[src/rtl/shift_reg_pkg.sv]
`default_nettype none
// ============================================================================
//  Module      : shift_reg_pkg
//  Description : Shared constants and types for the universal shift register.
//                - Immediate mode encodings for the 's' input
//                - Multi-cycle shift kind encodings for the 'kind' input
//                - Sequencer state type
//  Revision    : 1.0  initial release
// ============================================================================
package shift_reg_pkg;

    // Immediate modes, applied when the sequencer is idle and no start is seen
    localparam logic [1:0] HOLD    = 2'b00;
    localparam logic [1:0] SHR     = 2'b01;
    localparam logic [1:0] SHL     = 2'b10;
    localparam logic [1:0] LOAD    = 2'b11;

    // Fill behaviour of a single-bit step
    localparam logic [1:0] LOGICAL = 2'b00;
    localparam logic [1:0] ARITH   = 2'b01;
    localparam logic [1:0] ROTATE  = 2'b10;
    localparam logic [1:0] SERIAL  = 2'b11;

    typedef enum logic {
        IDLE  = 1'b0,
        SHIFT = 1'b1
    } state_t;

endpackage
`default_nettype wire

[src/rtl/shift_reg_step.sv]
`default_nettype none
// ============================================================================
//  Module      : shift_reg_step
//  Description : Combinational single-bit shift step. Computes the next
//                register value and the bit that falls off the end for one
//                step in the given direction with the given fill kind.
//  Ports       : i_q      current register value
//                i_dir    0 = right, 1 = left
//                i_kind   fill kind (logical / arithmetic / rotate / serial)
//                i_sir    serial fill for right steps (enters the MSB)
//                i_sil    serial fill for left steps (enters the LSB)
//                o_q_next register value after the step
//                o_bit    bit shifted out (LSB for right, MSB for left)
//  Revision    : 1.0  initial release
// ============================================================================
module shift_reg_step
    import shift_reg_pkg::*;
#(
    parameter int WIDTH = 8
) (
    input  logic [WIDTH-1:0] i_q,
    input  logic             i_dir,
    input  logic [1:0]       i_kind,
    input  logic             i_sir,
    input  logic             i_sil,
    output logic [WIDTH-1:0] o_q_next,
    output logic             o_bit
);

    logic w_fill_r;
    logic w_fill_l;

    always_comb begin
        w_fill_r = 1'b0;
        w_fill_l = 1'b0;
        case (i_kind)
            LOGICAL: begin
                w_fill_r = 1'b0;
                w_fill_l = 1'b0;
            end
            ARITH: begin
                // Sign extension only makes sense going right
                w_fill_r = i_q[WIDTH-1];
                w_fill_l = 1'b0;
            end
            ROTATE: begin
                w_fill_r = i_q[0];
                w_fill_l = i_q[WIDTH-1];
            end
            SERIAL: begin
                w_fill_r = i_sir;
                w_fill_l = i_sil;
            end
            default: begin
                w_fill_r = 1'b0;
                w_fill_l = 1'b0;
            end
        endcase
    end

    always_comb begin
        if (i_dir) begin
            o_q_next = {i_q[WIDTH-2:0], w_fill_l};
            o_bit    = i_q[WIDTH-1];
        end else begin
            o_q_next = {w_fill_r, i_q[WIDTH-1:1]};
            o_bit    = i_q[0];
        end
    end

endmodule
`default_nettype wire

[src/rtl/univ_shift_reg_seq.sv]
`default_nettype none
// ============================================================================
//  Module      : univ_shift_reg_seq
//  Description : Parametrised universal shift register with single-cycle
//                hold / shift right / shift left / parallel load, plus a
//                multi-cycle shift engine (logical, arithmetic, rotate or
//                serial fill) driven by a start/busy/done handshake.
//  Options     : SHIFT_REG_CARRY_EN - when defined, adds carry_out holding the
//                last bit shifted out by any step.
//  Ports       : clk        system clock, rising edge
//                clear      synchronous active-high reset
//                s          immediate mode when idle (hold/shr/shl/load)
//                p          parallel load data
//                sir / sil  serial inputs for right / left steps
//                start      request a multi-cycle shift (sampled when idle)
//                dir        multi-cycle direction (0 right, 1 left)
//                kind       multi-cycle fill kind
//                amount     number of single-bit steps
//                q          register contents
//                busy       multi-cycle shift in progress
//                done       one-cycle pulse when a multi-cycle shift ends
//                carry_out  last shifted-out bit (SHIFT_REG_CARRY_EN only)
//  Revision    : 1.0  initial release
// ============================================================================
module univ_shift_reg_seq
    import shift_reg_pkg::*;
#(
    parameter  int WIDTH = 8,
    localparam int AMT_W = $clog2(WIDTH) + 1
) (
    input  logic             clk,
    input  logic             clear,
    input  logic [1:0]       s,
    input  logic [WIDTH-1:0] p,
    input  logic             sir,
    input  logic             sil,
    input  logic             start,
    input  logic             dir,
    input  logic [1:0]       kind,
    input  logic [AMT_W-1:0] amount,
`ifdef SHIFT_REG_CARRY_EN
    output logic             carry_out,
`endif
    output logic [WIDTH-1:0] q,
    output logic             busy,
    output logic             done
);

    // ------------------------------------------------------------------
    // State
    // ------------------------------------------------------------------
    state_t           r_state;
    logic [WIDTH-1:0] r_q;
    logic [AMT_W-1:0] r_cnt;
    logic             r_dir;
    logic [1:0]       r_kind;
    logic             r_done;

    state_t           w_state_next;
    logic [WIDTH-1:0] w_q_next;
    logic [AMT_W-1:0] w_cnt_next;
    logic             w_dir_next;
    logic [1:0]       w_kind_next;
    logic             w_done_next;

    // Shared step datapath
    logic             w_step_dir;
    logic [1:0]       w_step_kind;
    logic [WIDTH-1:0] w_step_q;
    logic             w_step_bit;

`ifdef SHIFT_REG_CARRY_EN
    logic             r_carry;
    logic             w_carry_next;
`endif

    // While shifting, the latched direction/kind drive the step; when idle the
    // immediate modes always use serial fill, with direction taken from s.
    always_comb begin
        if (r_state == SHIFT) begin
            w_step_dir  = r_dir;
            w_step_kind = r_kind;
        end else begin
            w_step_dir  = (s == SHL);
            w_step_kind = SERIAL;
        end
    end

    shift_reg_step #(
        .WIDTH (WIDTH)
    ) u_step (
        .i_q      (r_q),
        .i_dir    (w_step_dir),
        .i_kind   (w_step_kind),
        .i_sir    (sir),
        .i_sil    (sil),
        .o_q_next (w_step_q),
        .o_bit    (w_step_bit)
    );

    // ------------------------------------------------------------------
    // Next-state and datapath control
    // ------------------------------------------------------------------
    always_comb begin
        w_state_next = r_state;
        w_q_next     = r_q;
        w_cnt_next   = r_cnt;
        w_dir_next   = r_dir;
        w_kind_next  = r_kind;
        w_done_next  = 1'b0;
`ifdef SHIFT_REG_CARRY_EN
        w_carry_next = r_carry;
`endif
        case (r_state)
            IDLE: begin
                if (start) begin
                    w_dir_next  = dir;
                    w_kind_next = kind;
                    w_cnt_next  = amount;
                    // A zero-length request completes immediately without
                    // ever asserting busy.
                    if (amount == '0) begin
                        w_done_next = 1'b1;
                    end else begin
                        w_state_next = SHIFT;
                    end
                end else begin
                    case (s)
                        HOLD: begin
                            w_q_next = r_q;
                        end
                        SHR, SHL: begin
                            w_q_next = w_step_q;
`ifdef SHIFT_REG_CARRY_EN
                            w_carry_next = w_step_bit;
`endif
                        end
                        LOAD: begin
                            w_q_next = p;
                        end
                        default: begin
                            w_q_next = r_q;
                        end
                    endcase
                end
            end
            SHIFT: begin
                w_q_next   = w_step_q;
                w_cnt_next = r_cnt - AMT_W'(1);
`ifdef SHIFT_REG_CARRY_EN
                w_carry_next = w_step_bit;
`endif
                if (r_cnt == AMT_W'(1)) begin
                    w_state_next = IDLE;
                    w_done_next  = 1'b1;
                end
            end
            default: begin
                w_state_next = IDLE;
            end
        endcase
    end

    // ------------------------------------------------------------------
    // Registers
    // ------------------------------------------------------------------
    always_ff @(posedge clk) begin
        if (clear) begin
            r_state <= IDLE;
            r_q     <= '0;
            r_cnt   <= '0;
            r_dir   <= 1'b0;
            r_kind  <= LOGICAL;
            r_done  <= 1'b0;
        end else begin
            r_state <= w_state_next;
            r_q     <= w_q_next;
            r_cnt   <= w_cnt_next;
            r_dir   <= w_dir_next;
            r_kind  <= w_kind_next;
            r_done  <= w_done_next;
        end
    end

`ifdef SHIFT_REG_CARRY_EN
    always_ff @(posedge clk) begin
        if (clear) begin
            r_carry <= 1'b0;
        end else begin
            r_carry <= w_carry_next;
        end
    end

    assign carry_out = r_carry;
`endif

    assign q    = r_q;
    assign busy = (r_state == SHIFT);
    assign done = r_done;

endmodule
`default_nettype wire

[config.mk]
export PLATFORM = sky130hd
export DESIGN_NAME = univ_shift_reg_seq
export DESIGN_NICKNAME = d
export VERILOG_FILES = /design/src/rtl/shift_reg_pkg.sv /design/src/rtl/shift_reg_step.sv /design/src/rtl/univ_shift_reg_seq.sv
export SDC_FILE = /design/constraint.sdc
export NUM_CORES = 1
export LEC_CHECK = 0
export ABC_AREA = 1
export CAP_MARGIN = 0
export CORE_MARGIN = 8
export CORE_UTILIZATION = 50
export DETAILED_ROUTE_END_ITERATION = 12
export HOLD_SLACK_MARGIN = 0.05
export MAX_ROUTING_LAYER = met4
export PLACE_DENSITY = 0.83
export SLEW_MARGIN = 20
export SYNTH_ARGS = -nofsm -noshare
export SYNTH_HDL_FRONTEND = slang
export SYNTH_HIERARCHICAL = 1
export SYNTH_SLANG_ARGS = --single-unit
[constraint.sdc]
create_clock -name clk -period 2.4 [get_ports clk]
set_clock_uncertainty 0.15 [all_clocks]
set_input_delay 0.36 -clock clk [delete_from_list [all_inputs] [get_ports clk]]
set_output_delay 0.36 -clock clk [all_outputs]
set_load 0.01 [all_outputs]
==> flow_summary.ini <==
[setup_path]
required_ns = 1.89
worstReg2RegStart = busy$_SDFF_PP0_
critPathMaxFanout = 7
cp_slowest_cell = clkdlybuf4s50_1
path_cells = clkdlybuf4s50_1
critPathKind = reg -> out
critPathBufInv = 1
slowest_delay_ns = 0.60
r2r_end = q[7]$_SDFFE_PP0P_
crit_path_start_kind = flip-flop
startpoint = busy$_SDFF_PP0_
crit_arrival_ns = 1.41
cp-end-kind = primary output
rrSetupSlack_ns = 0.65
rr_worst_depth = 10
critical_path.top_delay_family = buffers and inverters

[final_layout]
multiInputGateArea_um2 = 621.8
final_common_cell = nand2_1
regArea_um2 = 340.3
instances_no_fill = 249
nets = 246
area_delta_synth_final_pct = 30.84
n_fill_cell = 204
final_cell_mix = nand2_1, nor2_1, clkdlybuf4s50_1, inv_1, dfxtp_1
antennaDiodeCount = 0
drive_above_1_share_pct = 6.787

[die]
ios = 32
die_w_um = 63.33
start_util_pct = 51.61
die-height_um = 63.33
die_area_um2 = 4010
core_area_um2 = 2170
rows = 17

[route]
drt-total-wl_mm = 2.971
viasPerCell = 4.936
first_pass_iters = 4
vias = 1229
ant_nets = 0
drc = 0
drtIter0Drc = 47
wl_per_cell_um = 11.93

[global_route]
grt-ovfl-total = 0
grt_pass1_wl_mm = 4.816
antenna_found_initial = 0
grt_pass1_vias = 1168
grt_max_degree = 17
grt_use_total_pct = 14.95

[hold_path]
whs_endpoint = r_dir$_SDFFE_PP0P_
hp-start = r_dir$_SDFFE_PP0P_
hold_path_class = reg -> reg
worst_hold_path.num_cells = 2

[timing]
setup_viol = 0
fin_crit_ns = 1.920
worst_slew_pin_slew_ns = 0.4541
grt_setup_unrepaired = false
final_max_slew_viol_count = 0
max-slew-margin-rel_pct = 69.69
post-route-period-util_pct = 80.02
hold_violations = 0
fmax_ghz = 0.5207
final.setup.tns_ns = 0

[cts]
clock_latency_ns = 0.31
cts_buffers = 3
cts_sinks = 17
clk_pin_slew_worst_paths_ns = 0.11
cts_buffer_depth = 2
tritoncts = done
cts_hold_buf = 0
clockRootBuffer = clkbuf_4
h-tree-depth = 1
cts_resized = 0
post_cts_buffers = 0

[run]
drv_cap = 0

[logic_synthesis]
syn_avg_cell_area_um2 = 5.957
synth_fp_nets = 212
synth_cells = 188
yosys_warnings = 6
synth_area_um2 = 1120

[pwr]
p_per_area_nw_per_um2 = 531.2
vdd_drop_max_mv = 0.3248
leakage_uw = 0.0007212
power_uw = 778.3

[outcome]
status = finished, final reports clean

[placement]
place.port_buffers = 31
dp_hpwl_mm = 2.265
gp_congestion = 0.8758
dp.cells = 245
==> state kept, by name (all words and copies together) (netlist names) <==
register and count:
busy 1, done 1, q 8, r_cnt 4
r_dir 1, r_kind 2
==> report_power, final <==
part           switching, µW  total, µW  leakage (µW)  internal (µW)
clock                    105        168     0.0000177           62.3
combinational            143        269      0.000563            126
sequential              30.2        342      0.000141            312
==> layer usage <==
| metal | global-route usage (%) | wire [µm] | vias up |
|---|---|---|---|
| li1 | - | - | 637 |
| met1 | 16.70 | 1248 | 524 |
| met2 | 22.05 | 1378 | 59 |
| met3 | 4.770 | 242 | 9 |
| met4 | 10.58 | 101 | 0 |
| met5 | - | 0 | - |
==> metrics by stage <==
stage,utilization [%],area [µm²],worst slack [ns],hold WS (ns)
final,67.53,1465,0.4795,0.3501
after CTS,67.53,1465,0.4638,0.3504
after global placement,66.26,1438,0.3787,0.3171
after detailed placement,66.26,1438,0.3662,0.3289
after floorplan,-,1120,0.7433,0.2791
after global routing,67.53,1465,0.4197,0.3993
==> worst max-delay path by stage <==
stage / depth (start not counted) / endpoint / slack (ns)
final: 1 / busy / 0.48
after floorplan: 10 / q[0]$_SDFFE_PP0P_ / 0.74
after global routing: 1 / busy / 0.42
after detailed placement: 11 / q[7]$_SDFFE_PP0P_ / 0.37
after CTS: 1 / busy / 0.46
after global placement: 11 / q[7]$_SDFFE_PP0P_ / 0.38
==> final cells by class <==
cell class	instances	share of cell area [%]
multi-input cells	136	42.44
repair buffers	32	21.69
well taps	28	2.391
clock buffers	3	1.537
inverters	32	8.369
clock inverters	1	0.3416
flip-flops and latches	17	23.23
No activity file was read; power rests on OpenSTA's default activity.
